`src/rtl/mem_bus_controller_pkg.sv`:
```
// mem_bus_controller_pkg: address map, IO offsets, FSM/region encodings and decode helper.
// Revision 1.0
`default_nettype none

package mem_bus_controller_pkg;

   localparam logic [15:0] ROM_LIMIT = 16'h00FF;
   localparam logic [15:0] RAM_LIMIT = 16'hFEFF;
   localparam logic [15:0] IO_LIMIT  = 16'hFF03;

   localparam logic [1:0] IO_GPIO_OUT = 2'd0;
   localparam logic [1:0] IO_GPIO_IN  = 2'd1;
   localparam logic [1:0] IO_STATUS   = 2'd2;
   localparam logic [1:0] IO_HALT     = 2'd3;

   localparam int WAIT_W = 3;

   typedef enum logic [1:0] {
      ST_IDLE   = 2'd0,
      ST_ACCESS = 2'd1,
      ST_RESP   = 2'd2
   } state_t;

   typedef enum logic [1:0] {
      RG_ROM  = 2'd0,
      RG_RAM  = 2'd1,
      RG_IO   = 2'd2,
      RG_NONE = 2'd3
   } region_t;

   // Regions are contiguous from 0x0000, so ordered upper-limit compares suffice.
   function automatic region_t decode_region(input logic [15:0] addr);
      if (addr <= ROM_LIMIT)      return RG_ROM;
      else if (addr <= RAM_LIMIT) return RG_RAM;
      else if (addr <= IO_LIMIT)  return RG_IO;
      else                        return RG_NONE;
   endfunction

endpackage

`default_nettype wire

```
`src/rtl/mem_bus_controller_if.sv`:
```
// mem_bus_controller_if: CPU-side memory bus between cpu_top and the bus controller.
// Revision 1.0
`default_nettype none

interface mem_bus_controller_if;
   logic [15:0] cpu_addr;
   logic [7:0]  cpu_wdata;
   logic        cpu_rd;
   logic        cpu_wr;
   logic [7:0]  cpu_rdata;
   logic        cpu_rd_oe;
   logic        cpu_ready;

   modport master (
      output cpu_addr, cpu_wdata, cpu_rd, cpu_wr,
      input  cpu_rdata, cpu_rd_oe, cpu_ready
   );

   modport slave (
      input  cpu_addr, cpu_wdata, cpu_rd, cpu_wr,
      output cpu_rdata, cpu_rd_oe, cpu_ready
   );
endinterface

`default_nettype wire

```
`src/rtl/mem_bus_controller_sync_2ff.sv`:
```
// sync_2ff: two-flop synchroniser for asynchronous inputs, clears to zero on reset.
// Revision 1.0
`default_nettype none

module sync_2ff #(
   parameter int WIDTH = 8
) (
   input  wire logic             clk,
   input  wire logic             reset,
   input  wire logic [WIDTH-1:0] d,
   output logic      [WIDTH-1:0] q
);

   logic [WIDTH-1:0] meta;

   always_ff @(posedge clk or posedge reset) begin
      if (reset) begin
         meta <= '0;
         q    <= '0;
      end else begin
         meta <= d;
         q    <= meta;
      end
   end

endmodule

`default_nettype wire

```
`src/rtl/mem_bus_controller.sv`:
```
// mem_bus_controller: decodes CPU accesses to ROM/RAM/IO with per-region wait states,
// hosts GPIO/status/halt registers and a sticky bus-error flag.  Revision 1.0
`default_nettype none

module mem_bus_controller
   import mem_bus_controller_pkg::*;
#(
   parameter int ROM_WAIT = 1,
   parameter int RAM_WAIT = 0,
   parameter int RAM_AW   = 12
) (
   input  wire logic              clk,
   input  wire logic              reset,
   mem_bus_controller_if.slave    cpu,
   output logic [7:0]             rom_addr,
   input  wire logic [7:0]        rom_data,
   output logic [RAM_AW-1:0]      ram_addr,
   output logic [7:0]             ram_wdata,
   output logic                   ram_we,
   input  wire logic [7:0]        ram_rdata,
   input  wire logic [7:0]        gpio_in,
   output logic [7:0]             gpio_out,
   output logic                   halt,
   output logic                   bus_err
);

   state_t              state_q, state_d;
   region_t             region_q, acc_region;
   logic [RAM_AW-1:0]   addr_q;
   logic [7:0]          wdata_q, gpio_out_q, gpio_sync, io_rdata, mem_rdata;
   logic [WAIT_W-1:0]   cnt_q, acc_wait;
   logic                rd_q, err_q, first_q, halt_q, bus_err_q;
   logic                accept, acc_err, io_wr, status_clr, ready;

   sync_2ff #(.WIDTH(8)) u_gpio_sync (
      .clk   (clk),
      .reset (reset),
      .d     (gpio_in),
      .q     (gpio_sync)
   );

   always_comb begin
      acc_region = decode_region(cpu.cpu_addr);
      acc_err    = (acc_region == RG_NONE) || (cpu.cpu_rd && cpu.cpu_wr) ||
                   (acc_region == RG_ROM && cpu.cpu_wr);
      case (acc_region)
         RG_ROM:  acc_wait = WAIT_W'(ROM_WAIT);
         RG_RAM:  acc_wait = WAIT_W'(RAM_WAIT);
         default: acc_wait = '0;
      endcase
   end

   always_comb begin
      state_d = state_q;
      accept  = 1'b0;
      case (state_q)
         ST_IDLE: begin
            if (cpu.cpu_rd || cpu.cpu_wr) begin
               accept  = 1'b1;
               state_d = ST_ACCESS;
            end
         end
         ST_ACCESS: if (cnt_q == '0) state_d = ST_RESP;
         ST_RESP:   state_d = ST_IDLE;
         default:   state_d = ST_IDLE;
      endcase
   end

   always_ff @(posedge clk or posedge reset) begin
      if (reset) state_q <= ST_IDLE;
      else       state_q <= state_d;
   end

   // Request is captured once at accept; later CPU bus changes cannot disturb the access.
   always_ff @(posedge clk or posedge reset) begin
      if (reset) begin
         addr_q   <= '0;
         wdata_q  <= '0;
         rd_q     <= 1'b0;
         err_q    <= 1'b0;
         region_q <= RG_ROM;
         cnt_q    <= '0;
         first_q  <= 1'b0;
      end else if (accept) begin
         addr_q   <= cpu.cpu_addr[RAM_AW-1:0];
         wdata_q  <= cpu.cpu_wdata;
         rd_q     <= cpu.cpu_rd && !cpu.cpu_wr;
         err_q    <= acc_err;
         region_q <= acc_region;
         cnt_q    <= acc_wait;
         first_q  <= 1'b1;
      end else if (state_q == ST_ACCESS) begin
         first_q <= 1'b0;
         if (cnt_q != '0) cnt_q <= cnt_q - 1'b1;
      end
   end

   assign io_wr      = (state_q == ST_RESP) && !rd_q && !err_q && (region_q == RG_IO);
   assign status_clr = io_wr && (addr_q[1:0] == IO_STATUS) && wdata_q[0];

   // A new error and a STATUS clear in the same cycle resolve with the set winning.
   always_ff @(posedge clk or posedge reset) begin
      if (reset) begin
         gpio_out_q <= '0;
         halt_q     <= 1'b0;
         bus_err_q  <= 1'b0;
      end else begin
         if (io_wr && addr_q[1:0] == IO_GPIO_OUT) gpio_out_q <= wdata_q;
         if (io_wr && addr_q[1:0] == IO_HALT)     halt_q     <= 1'b1;
         if (accept && acc_err)                   bus_err_q  <= 1'b1;
         else if (status_clr)                     bus_err_q  <= 1'b0;
      end
   end

   always_comb begin
      case (addr_q[1:0])
         IO_GPIO_OUT: io_rdata = gpio_out_q;
         IO_GPIO_IN:  io_rdata = gpio_sync;
         IO_STATUS:   io_rdata = {6'b0, halt_q, bus_err_q};
         default:     io_rdata = {7'b0, halt_q};
      endcase
      case (region_q)
         RG_ROM:  mem_rdata = rom_data;
         RG_RAM:  mem_rdata = ram_rdata;
         RG_IO:   mem_rdata = io_rdata;
         default: mem_rdata = 8'h00;
      endcase
   end

   assign ready         = (state_q == ST_RESP);
   assign cpu.cpu_ready = ready;
   assign cpu.cpu_rd_oe = ready && rd_q;
   assign cpu.cpu_rdata = (ready && rd_q && !err_q) ? mem_rdata : 8'h00;

   assign ram_we    = (state_q == ST_ACCESS) && first_q && !rd_q && !err_q && (region_q == RG_RAM);
   assign rom_addr  = addr_q[7:0];
   assign ram_addr  = addr_q;
   assign ram_wdata = wdata_q;
   assign gpio_out  = gpio_out_q;
   assign halt      = halt_q;
   assign bus_err   = bus_err_q;

endmodule

`default_nettype wire
```
`src/flat_wrapper.sv`:
```
// flat-port wrapper written by rule: the top's interface ports become plain ports
module mem_bus_controller_flat import mem_bus_controller_pkg::*;
#(
   parameter int ROM_WAIT = 1,
   parameter int RAM_WAIT = 0,
   parameter int RAM_AW   = 12
)
  (clk, reset, rom_addr, rom_data, ram_addr, ram_wdata, ram_we, ram_rdata, gpio_in, gpio_out, halt, bus_err, cpu_cpu_addr, cpu_cpu_wdata, cpu_cpu_rd, cpu_cpu_wr, cpu_cpu_rdata, cpu_cpu_rd_oe, cpu_cpu_ready);
  mem_bus_controller_if cpu_i ();
  input  wire logic clk;
  input  wire logic reset;
  output logic [7:0] rom_addr;
  input  wire logic [7:0] rom_data;
  output logic [RAM_AW-1:0] ram_addr;
  output logic [7:0] ram_wdata;
  output logic ram_we;
  input  wire logic [7:0] ram_rdata;
  input  wire logic [7:0] gpio_in;
  output logic [7:0] gpio_out;
  output logic halt;
  output logic bus_err;
  input wire logic [$bits(cpu_i.cpu_addr)-1:0] cpu_cpu_addr;
  input wire logic [$bits(cpu_i.cpu_wdata)-1:0] cpu_cpu_wdata;
  input wire logic [$bits(cpu_i.cpu_rd)-1:0] cpu_cpu_rd;
  input wire logic [$bits(cpu_i.cpu_wr)-1:0] cpu_cpu_wr;
  output wire logic [$bits(cpu_i.cpu_rdata)-1:0] cpu_cpu_rdata;
  output wire logic [$bits(cpu_i.cpu_rd_oe)-1:0] cpu_cpu_rd_oe;
  output wire logic [$bits(cpu_i.cpu_ready)-1:0] cpu_cpu_ready;
  assign cpu_i.cpu_addr = cpu_cpu_addr;
  assign cpu_i.cpu_wdata = cpu_cpu_wdata;
  assign cpu_i.cpu_rd = cpu_cpu_rd;
  assign cpu_i.cpu_wr = cpu_cpu_wr;
  assign cpu_cpu_rdata = cpu_i.cpu_rdata;
  assign cpu_cpu_rd_oe = cpu_i.cpu_rd_oe;
  assign cpu_cpu_ready = cpu_i.cpu_ready;
  mem_bus_controller #(.ROM_WAIT(ROM_WAIT), .RAM_WAIT(RAM_WAIT), .RAM_AW(RAM_AW)) u_core (.clk(clk), .reset(reset), .cpu(cpu_i), .rom_addr(rom_addr), .rom_data(rom_data), .ram_addr(ram_addr), .ram_wdata(ram_wdata), .ram_we(ram_we), .ram_rdata(ram_rdata), .gpio_in(gpio_in), .gpio_out(gpio_out), .halt(halt), .bus_err(bus_err));
endmodule
```
`config.mk`:
```
export PLATFORM = sky130hd
export DESIGN_NAME = mem_bus_controller_flat
export DESIGN_NICKNAME = d
export VERILOG_FILES = /design/src/rtl/mem_bus_controller_pkg.sv /design/src/rtl/mem_bus_controller_if.sv /design/src/rtl/mem_bus_controller_sync_2ff.sv /design/src/rtl/mem_bus_controller.sv /design/src/flat_wrapper.sv
export SDC_FILE = /design/constraint.sdc
export NUM_CORES = 1
export LEC_CHECK = 0
export ABC_AREA = 1
export CELL_PAD_IN_SITES_DETAIL_PLACEMENT = 1
export CELL_PAD_IN_SITES_GLOBAL_PLACEMENT = 1
export CORE_UTILIZATION = 33
export DETAILED_ROUTE_END_ITERATION = 10
export PLACE_DENSITY_LB_ADDON = 0.1
export SYNTH_ARGS = -nofsm -noshare
export SYNTH_HDL_FRONTEND = slang
export SYNTH_HIERARCHICAL = 1
export SYNTH_SLANG_ARGS = --single-unit
export TNS_END_PERCENT = 100
```
`constraint.sdc`:
```
create_clock -name clk -period 2.9 [get_ports clk]
set_input_delay 0.58 -clock clk [delete_from_list [all_inputs] [get_ports clk]]
set_output_delay 0.58 -clock clk [all_outputs]
set_load 0.02 [all_outputs]
```
==> results by stage, run 1 <==
Floorplan:
- The vertical extent of the die is 89.06 µm.
- The core footprint is 7292 µm².
- The initialized floorplan defines 31 standard-cell rows.
- The I/O pin count is 101.
- The die is 89.06 µm wide.
- The initial utilization of the core area, before any placement, comes to 0.3430.
- The die covers 7932 µm².

Logic synthesis:
- The number of distinct library cell variants in the gate-level netlist after synthesis is 25.
- Synthesis produced 303 cells.
- The number of storage elements in the synthesis netlist is 56.
- For this run, the number of Yosys warnings is 6.
- The total nets after synthesis is 357.
- Ranked by total cell area, the synthesized netlist is headed by sky130_fd_sc_hd__dfrtp_1, sky130_fd_sc_hd__nand2_1, sky130_fd_sc_hd__inv_1.
- The average cell area after synthesis is 8.255 µm².
- The netlist area before placement is 2501 µm².
- For this run, the register share of the synthesized area comes to 0.5603.
- The area fraction of the dominant cell type after synthesis is 0.5603.
- The library cell occupying the most area in the post-synthesis netlist is sky130_fd_sc_hd__dfrtp_1.

GRT:
- For this run, the total global-route usage over all layers was measured as 0.1715.
- Entering global routing, the biggest net connects 28 pins.
- The number of antenna violations at the first check in global routing is 0.
- The via count of the first global-routing pass was 2169.
- The total congestion overflow after global routing is 0.
- The wire length of the first global-routing pass is 10.28 mm.

STA:
- Setup repair after global routing left no endpoint under its margin.
- The worst hold margin is 355.1 ps.
- The final worst clock skew is 7.427 ps.
- The maximum frequency from static timing analysis is 375.1 MHz.
- In this run the tightest slew margin relative to its limit is 0.5778.
- The routed design could run at a clock period as short as 2666 ps.
- Dividing the final minimum period by the clock period gives 0.9193.
- The total negative setup slack is 0 ps.
- The total setup violations reported at the end of the flow is 0.
- The slew at the pin closest to its max-slew limit is 632.5 ps.
- The number of max-slew violations in the final report came to 0.
- The hold violation total from the final report is 0.

Run:
- Across the run, the number of max-cap violations was 0.

Routing:
- Summed over all layers, the routed wires come to 6.598 mm.
- After detailed routing, the number of remaining DRC violations is 0.
- Detailed routing placed a total of 417 µm of wire on met3.
- The highest metal layer with signal wires is met4.
- The via count of the routed design is 2228.
- The residual antenna-violating net count after detailed routing is 0.
- For this block, the initial DRC count from the detailed router was 69.
- The detailed route wirelength on metal2 is 3.036 mm.
- The first TritonRoute pass finished after 4 iterations.
- The final routed wire length divided by cell count is 13.25 µm.
- The post-detailed-route via-to-cell ratio is 4.474.
- The routed length on met1 is 3.078 mm.

Clock tree:
- Clock tree synthesis found a total of 56 sinks.
- Buffers inserted during clock tree synthesis total 5.
- After clock tree synthesis, the flow added hold-fix buffers numbering 0.
- After clock tree synthesis, the clock-pin slew on the worst setup and hold paths is 90 ps.
- The clock latency on the worst-skew pair is 300 ps.
- TritonCTS built the clock tree.
- The CTS H-tree depth is 2.
- The number of buffers inserted to repair setup after CTS is 0.
- Counting along the longest clock path gives a buffer depth of 2.
- The clock tree root driver cell is sky130_fd_sc_hd__clkbuf_8.

Power:
- In this run the power density over the cells is 857.5 nW/µm².
- The switching portion of total power is 0.4183.
- For this design the static power due to leakage is 1.702 nW.
- The clock share of power is 0.126.
- The part of the power in combinational logic is 0.499.
- The internal portion of the total power is 1.811 mW.
- The share of power burned in registers is 0.375.
- The peak supply drop is 0.0004379 V.
- The analysis attributes to net switching a power of 1.302 mW.

Run status:
- The run finished with clean final reports.

Placed design:
- After detailed placement, the design holds a cell count of 491.
- In this run the tool buffered the top-level ports with 100 buffer cells.
- Once detailed placement completed, the half-perimeter wirelength came to 5.227 mm.
- The congestion estimate from routability-driven global placement came to 0.7004.

Cells and area:
- The top cell types in the final layout, fill and taps aside, are sky130_fd_sc_hd__nand2_1, sky130_fd_sc_hd__clkdlybuf4s50_1, sky130_fd_sc_hd__dfrtp_1.
- The sequential cells in the finished layout cover a total of 1403 µm².
- The relative area change from synthesis to final layout is 45.17%.
- The count of cells in the finished layout, fillers not included, comes to 498.
- The multi-input combinational cells in the finished layout cover a total of 874.6 µm².
- Counting the fill cells in the layout gives 910.
- The total number of nets in the final design is 453.
- The library cell used most frequently in the layout, excluding fill and tap cells, is sky130_fd_sc_hd__nand2_1.
- The number of antenna diodes in the final layout is 0.
- The fraction of layout instances using a drive strength above 1 is 0.04762.

Setup path:
- The required time at the endpoint of the critical path is 2320 ps.
- The worst setup path is launched from a flop.
- The maximum net fanout on the critical path is 9.
- The critical path capture point type is an output port.
- The critical path class is flop to output port.
- The worst endpoint data arrival time is 2090 ps.

Min path:
- In this run the worst hold path is classified as flop to flop.
metal layers:
layer	GRT usage	vias up
li1	-	1113
met1	0.2215	1043
met2	0.2930	65
met3	0.03601	7
met4	0.04762	0
met5	0	-
cell usage after synthesis, drive strengths merged:
cell,number
o21ai,24
clkinv,1
o21bai,1
nand3,6
nor2,30
nand4,1
nor4,1
o22ai,2
a21oi,9
inv,34
dfrtp,56
nand2,121
a31oi,1
o31ai,1
buf,13
ha,2
worst paths after layout:
| path | from | end | slack (ps) | depth (start not counted) |
|---|---|---|---|---|
| worst max-delay path | u_core/ram_addr[1] | cpu_cpu_rdata[5] | 230 | 6 |
| worst min-delay path | u_core/u_gpio_sync/meta[0] | u_core/u_gpio_sync/q[0] | 360 | 0 |
| worst max register to register | u_core/state_q[1] | u_core/err_q | 1390 | 6 |
| worst min register to register | u_core/u_gpio_sync/meta[0] | u_core/u_gpio_sync/q[0] | 360 | 0 |
| max in group asynchronous | reset | u_core/ram_addr[11] | 1640 | 3 |
| min in group asynchronous | reset | u_core/halt | 590 | 2 |
worst max-delay path: stages (launching register included):
cell	delay [ps]
sky130_fd_sc_hd__dfrtp_1	490
sky130_fd_sc_hd__nor2_2	190
sky130_fd_sc_hd__inv_2	120
sky130_fd_sc_hd__o21ai_0	180
sky130_fd_sc_hd__a21oi_1	90
sky130_fd_sc_hd__nor2_1	90
sky130_fd_sc_hd__clkdlybuf4s50_1	620
metrics by stage:
step | total power [mW] | setup WS (ps) | utilization | cell area, µm²
2_1_floorplan | 2.121 | 948.0 | - | 2501
3_3_place_gp | 2.693 | 393.9 | 0.4864 | 3547
3_5_place_dp | 2.747 | 379.0 | 0.4864 | 3547
4_1_cts | 3.155 | 127.1 | 0.4971 | 3625
5_1_grt | 3.352 | 56.01 | 0.4979 | 3631
6_report | 3.114 | 234.0 | 0.4979 | 3631
cells by family (layout without fill, tap and decap cells):
kind of cell | Yosys count | in the layout | synth area share
AO/OA/AOI/OAI | 38 | 38 | 0.08104
adder cells (fa/ha/maj) | 2 | 2 | 0.01000
buffers and inverters | 48 | 144 | 0.09204
flip-flops | 56 | 56 | 0.5603
AND/OR/NAND/NOR | 159 | 159 | 0.2566
state kept, by name, summed over array words and instances, names as in the netlist:
register                 cells
u_core/ram_wdata             8
u_core/rd_q                  1
u_core/cnt_q                 3
u_core/ram_addr             12
u_core/gpio_out              8
u_core/region_q              2
u_core/err_q                 1
u_core/u_gpio_sync/meta      8
u_core/state_q               2
u_core/first_q               1
u_core/u_gpio_sync/q         8
u_core/halt                  1
u_core/bus_err               1
final cells by class:
cell class              instances  area share
well taps                      99     0.03411
clock buffers                   6     0.01999
clock inverters                 1    0.001378
flip-flops and latches         56      0.3863
inverters                      35     0.03756
multi-input cells             199      0.2409
repair buffers                102      0.2798
power by group through the flow:
stage | clock, mW | sequential (mW) | combinational [mW]
3_3_place_gp | 0 | 1.18 | 1.52
3_5_place_dp | 0 | 1.18 | 1.56
5_1_grt | 0.434 | 1.20 | 1.72
2_1_floorplan | 0 | 1.31 | 0.809
6_report | 0.393 | 1.17 | 1.55
4_1_cts | 0.413 | 1.17 | 1.57
timing repair:
item / CTS / global route
resized for setup: 0 / 3
hold endpoints to repair: 0 / 0
endpoints found under the setup margin: 0 / 5
Power figures use the tool's default switching activity.
==> run 2, diff against run 1 <==
- ABC_AREA: 1 -> not set
- CORE_MARGIN: not set -> 3
- CORE_UTILIZATION: 33 -> 34
==> run 2 against run 1 <==
Highest routed layer unchanged. Via count down 9.7%. Fmax down 1.3%. First-iteration DRC count down 19%. Sequential power about the same. Routed wire length up 3.9%. Largest cell class unchanged. Global-route usage down 0.27 points. Power up 0.69%. Synthesized cell count down 22%. Sequential cell count unchanged. Combinational power about the same.
==> results by stage, run 2 <==
Logic synthesis:
- The number of distinct library cell variants in the gate-level netlist after synthesis is 38 (+52%).
- The number of enable flip-flop cells after synthesis is 0 (unchanged).
- The number of warnings printed during yosys synthesis is 6 (unchanged).
- The proportion of synthesized chip area in sequential cells is 0.5622 (+0.001969).
- After synthesis, the most frequently instantiated cells are sky130_fd_sc_hd__nand2_1, sky130_fd_sc_hd__dfrtp_1, sky130_fd_sc_hd__nor2_1.
- The area fraction of the dominant cell type after synthesis is 0.5622 (+0.001969).
- The average cell area after synthesis is 10.52 µm² (+27%).
- The number of storage elements in the synthesis netlist came to 56 (unchanged).
- The netlist area before placement is 2492 µm² (-0.35%).
- sky130_fd_sc_hd__nand2_1 is the most common cell in the netlist.
- The share of synthesized flip-flops with an asynchronous set or reset is 1.000 (unchanged).
- For this run, the leading register cell type out of synthesis is sky130_fd_sc_hd__dfrtp_1.
- The gate count of the mapped netlist came to 237 (-22%).
- Yosys attributes the largest share of cell area to sky130_fd_sc_hd__dfrtp_1, sky130_fd_sc_hd__nand2_1, sky130_fd_sc_hd__mux2i_1.
- The total nets after synthesis came to 291 (-18%).
- The library cell occupying the most area in the post-synthesis netlist is sky130_fd_sc_hd__dfrtp_1.

Placed design:
- The weighted congestion at the end of routability-driven global placement is 0.6772 (-3.3%).
- The cell total after placement is 423 (-14%).
- The number of buffers inserted by port buffering is 100 (unchanged).
- The estimated wirelength of the detail-placed design is 5.315 mm (+1.7%).

STA:
- The maximum frequency from static timing analysis was 370.1 MHz (-1.3%).
- The final critical-path share of the clock period is 0.9318 (+0.01249).
- The total negative setup slack is 0 ps (unchanged).
- The clock period minus worst slack is 2702 ps (+36.22 ps).
- The number of max-slew violations in the final report is 0 (unchanged).
- The slew at the pin closest to its max-slew limit is 967.6 ps (+335.0 ps).
- The final worst clock skew came to 11.54 ps (+4.118 ps).
- Setup repair after global routing left no endpoint under its margin.
- The hold violation total from the final report is 0 (unchanged).
- The worst max-slew margin expressed relative to the limit is 0.3510 (-0.2269).
- The total setup violations reported at the end of the flow was 0 (unchanged).

Power:
- The net switching power of the design is 1.258 mW (-3.4%).
- The peak supply drop was 0.0004366 V (-0.30%).
- The leakage component of the power is 1.714 nW (+0.70%).
- The cell-internal power is 1.877 mW (+3.6%).
- The share of power burned in registers was 0.368 (-0.007).
- The clock share of power is 0.144 (+0.018).
- The switching portion of total power is 0.4014 (-0.01694).
- The part of the power in combinational logic came to 0.488 (-0.011).
- The power per cell area was 853.7 nW/µm² (-0.45%).

Clock tree:
- The number of buffers on the longest clock path is 2 (unchanged).
- The CTS H-tree depth is 2 (unchanged).
- The hold buffer count at cts is 0 (unchanged).
- The register clock-pin slew on the reported worst setup and hold paths came to 100 ps (about the same).
- The clock latency on the worst-skew pair came to 320 ps (+20 ps).
- The number of buffers added by the clock tree synthesis step came to 5 (unchanged).
- The tree is rooted in a sky130_fd_sc_hd__clkbuf_8.
- TritonCTS built the clock tree.
- The number of clock sinks seen by CTS came to 56 (unchanged).

Routing:
- The number of DRC markers in iteration 0 was 56 (-19%).
- The final routed wire length divided by cell count is 15.90 µm (+20%).
- The via count of the routed design was 2012 (-9.7%).
- The wire length after detailed routing is 6.855 mm (+3.9%).
- The count of unresolved DRC violations after routing is 0 (unchanged).
- The residual antenna-violating net count after detailed routing is 0 (unchanged).
- The first-pass detailed-route iteration total was 3 (-1).
- The post-detailed-route via-to-cell ratio was 4.668 (+4.3%).

GRT:
- The wire length of the first global-routing pass is 11.25 mm (+9.4%).
- The total congestion overflow after global routing came to 0 (unchanged).
- The global routing usage summed across all routing layers came to 0.1688 (-0.002704).
- The largest net degree at the start of global routing was 27 (-3.6%).
- The number of antenna violations at the first check in global routing is 0 (unchanged).
- The via count of the first global-routing pass was 2135 (-1.6%).

Floorplan:
- The number of rows in the core area is 30 (-3.2%).
- The initial standard-cell utilization of the core is 0.3589 (+0.01592).
- The die area was 8394 µm² (+5.8%).
- The vertical extent of the die is 91.62 µm (+2.9%).
- The width of the chip is 91.62 µm (+2.9%).
- The core footprint came to 6944 µm² (-4.8%).
- The I/O pin count came to 101 (unchanged).

Cells and area:
- The multi-input logic area came to 973.4 µm² (+11%).
- The non-filler instance count after layout was 431 (-13%).
- The number of inserted filler cells in the final layout is 766 (-16%).
- The total number of nets in the final design is 388 (-14%).
- The top cell types in the final layout, fill and taps aside, are sky130_fd_sc_hd__clkdlybuf4s50_1, sky130_fd_sc_hd__nand2_1, sky130_fd_sc_hd__dfrtp_1.
- The relative area change from synthesis to final layout is 47.34%.
- The library cell used most frequently in the layout, excluding fill and tap cells, is sky130_fd_sc_hd__clkdlybuf4s50_1.
- The diode insertion count for antenna repair is 0 (unchanged).
- The fraction of layout instances using a drive strength above 1 is 0.09851 (+0.05089).
- The number of flip-flops under the largest register name came to 12 (unchanged).
- The area taken by flip-flops and latches was 1401 µm² (about the same).

Setup path:
- The worst setup path is captured at an output port.
- The worst endpoint data arrival time came to 2120 ps (+30 ps).
- The required time at the endpoint of the critical path is 2320 ps (about the same).
- The maximum net fanout on the critical path is 8 (-1).
- STA classifies the critical path startpoint as a flop.
- The critical path is of the flop to output port type.

Run status:
- The run finished with clean final reports.

Min path:
- The tightest min-delay check is of the flop to flop type.

Run:
- The total of max-cap violations is 0 (unchanged).
-- run 2: cell types whose count changed after synthesis, sizes merged, moves of 4 or more --
cell / previous run / this run
nand3: 6 / 1
mux2i: 0 / 13
nand2: 121 / 66
mux2: 0 / 8
inv: 34 / 7
clkbuf: 0 / 4
nor2: 30 / 18
o21ai: 24 / 3
o22a: 0 / 6
-- run 2: final timing paths --
kind	startpoint	to	slack [ps]	cells after the start
setup reg to reg	u_core/cnt_q[0]	u_core/cnt_q[0]	1170	6
hold / removal	u_core/u_gpio_sync/meta[3]	u_core/u_gpio_sync/q[3]	360	0
max in group asynchronous	reset	u_core/ram_addr[2]	1530	3
hold reg to reg	u_core/u_gpio_sync/meta[3]	u_core/u_gpio_sync/q[3]	360	0
setup / recovery	u_core/state_q[0]	cpu_cpu_rdata[5]	200	5
min in group asynchronous	reset	u_core/u_gpio_sync/meta[5]	670	2
-- run 2: stage by stage --
stage               cell area, µm²  power [mW]  setup WS (ps)  utilization  hold WS (ps)
finish                        3672       3.135          197.8       0.5288         360.2
global route                  3672       3.360          11.57       0.5288         366.2
CTS                           3662       3.187          131.5       0.5274         362.2
detailed placement            3567       2.733          313.3       0.5137         337.3
global placement              3567       2.674          316.5       0.5137         332.1
floorplan                     2492       2.075          731.6            -         331.2
-- run 2: critical path, stage by stage, from the launching register on --
cell                              delay, ps
sky130_fd_sc_hd__dfrtp_1                420
sky130_fd_sc_hd__and2b_1                280
sky130_fd_sc_hd__and2_1                 170
sky130_fd_sc_hd__nand2_1                180
sky130_fd_sc_hd__nor2_1                 150
sky130_fd_sc_hd__clkdlybuf4s50_1        610
-- run 2: what timing repair did --
| action | CTS | global route |
|---|---|---|
| buffers inserted | 0 | 0 |
| setup endpoints to repair | 0 | 4 |
| resized for setup | 0 | 4 |
-- run 2: final cells by class --
type                            instances  area share
Clock buffer                            5     0.01874
Sequential cell                        56      0.3816
Inverter                                7    0.007155
Clock inverter                          3    0.007155
Tap cell                               96     0.03271
Multi-Input combinational cell        158      0.2651
Timing Repair Buffer                  106      0.2876
-- run 2: metal layers --
layer / vias to the layer above / global-route usage / part of all wire
li1: 972 / - / -
met1: 972 / 0.2352 / 0.47
met2: 61 / 0.2617 / 0.46
met3: 7 / 0.04266 / 0.056
met4: 0 / 0.04523 / 0.011
met5: - / 0 / 0
-- run 2: cells by family (layout without fill, tap and decap cells) --
| kind of cell | count (synthesis) | after routing | share of synthesized area |
|---|---|---|---|
| DFF | 56 | 56 | 0.5622 |
| buffers and inverters | 23 | 121 | 0.04870 |
| and+or+nand+nor | 105 | 105 | 0.1908 |
| adders and majority gates | 2 | 2 | 0.01004 |
| AOI/OAI and AO/OA | 28 | 28 | 0.08735 |
| xor gates and xnor gates | 1 | 1 | 0.003515 |
| muxes | 22 | 22 | 0.09739 |
-- run 2: power by group through the flow --
stage | Combinational (mW) | Sequential (mW) | Clock (mW)
detailed placement | 1.55 | 1.18 | 0
global placement | 1.52 | 1.16 | 0
CTS | 1.56 | 1.16 | 0.462
floorplan | 0.774 | 1.30 | 0
finish | 1.53 | 1.15 | 0.452
global route | 1.67 | 1.20 | 0.499
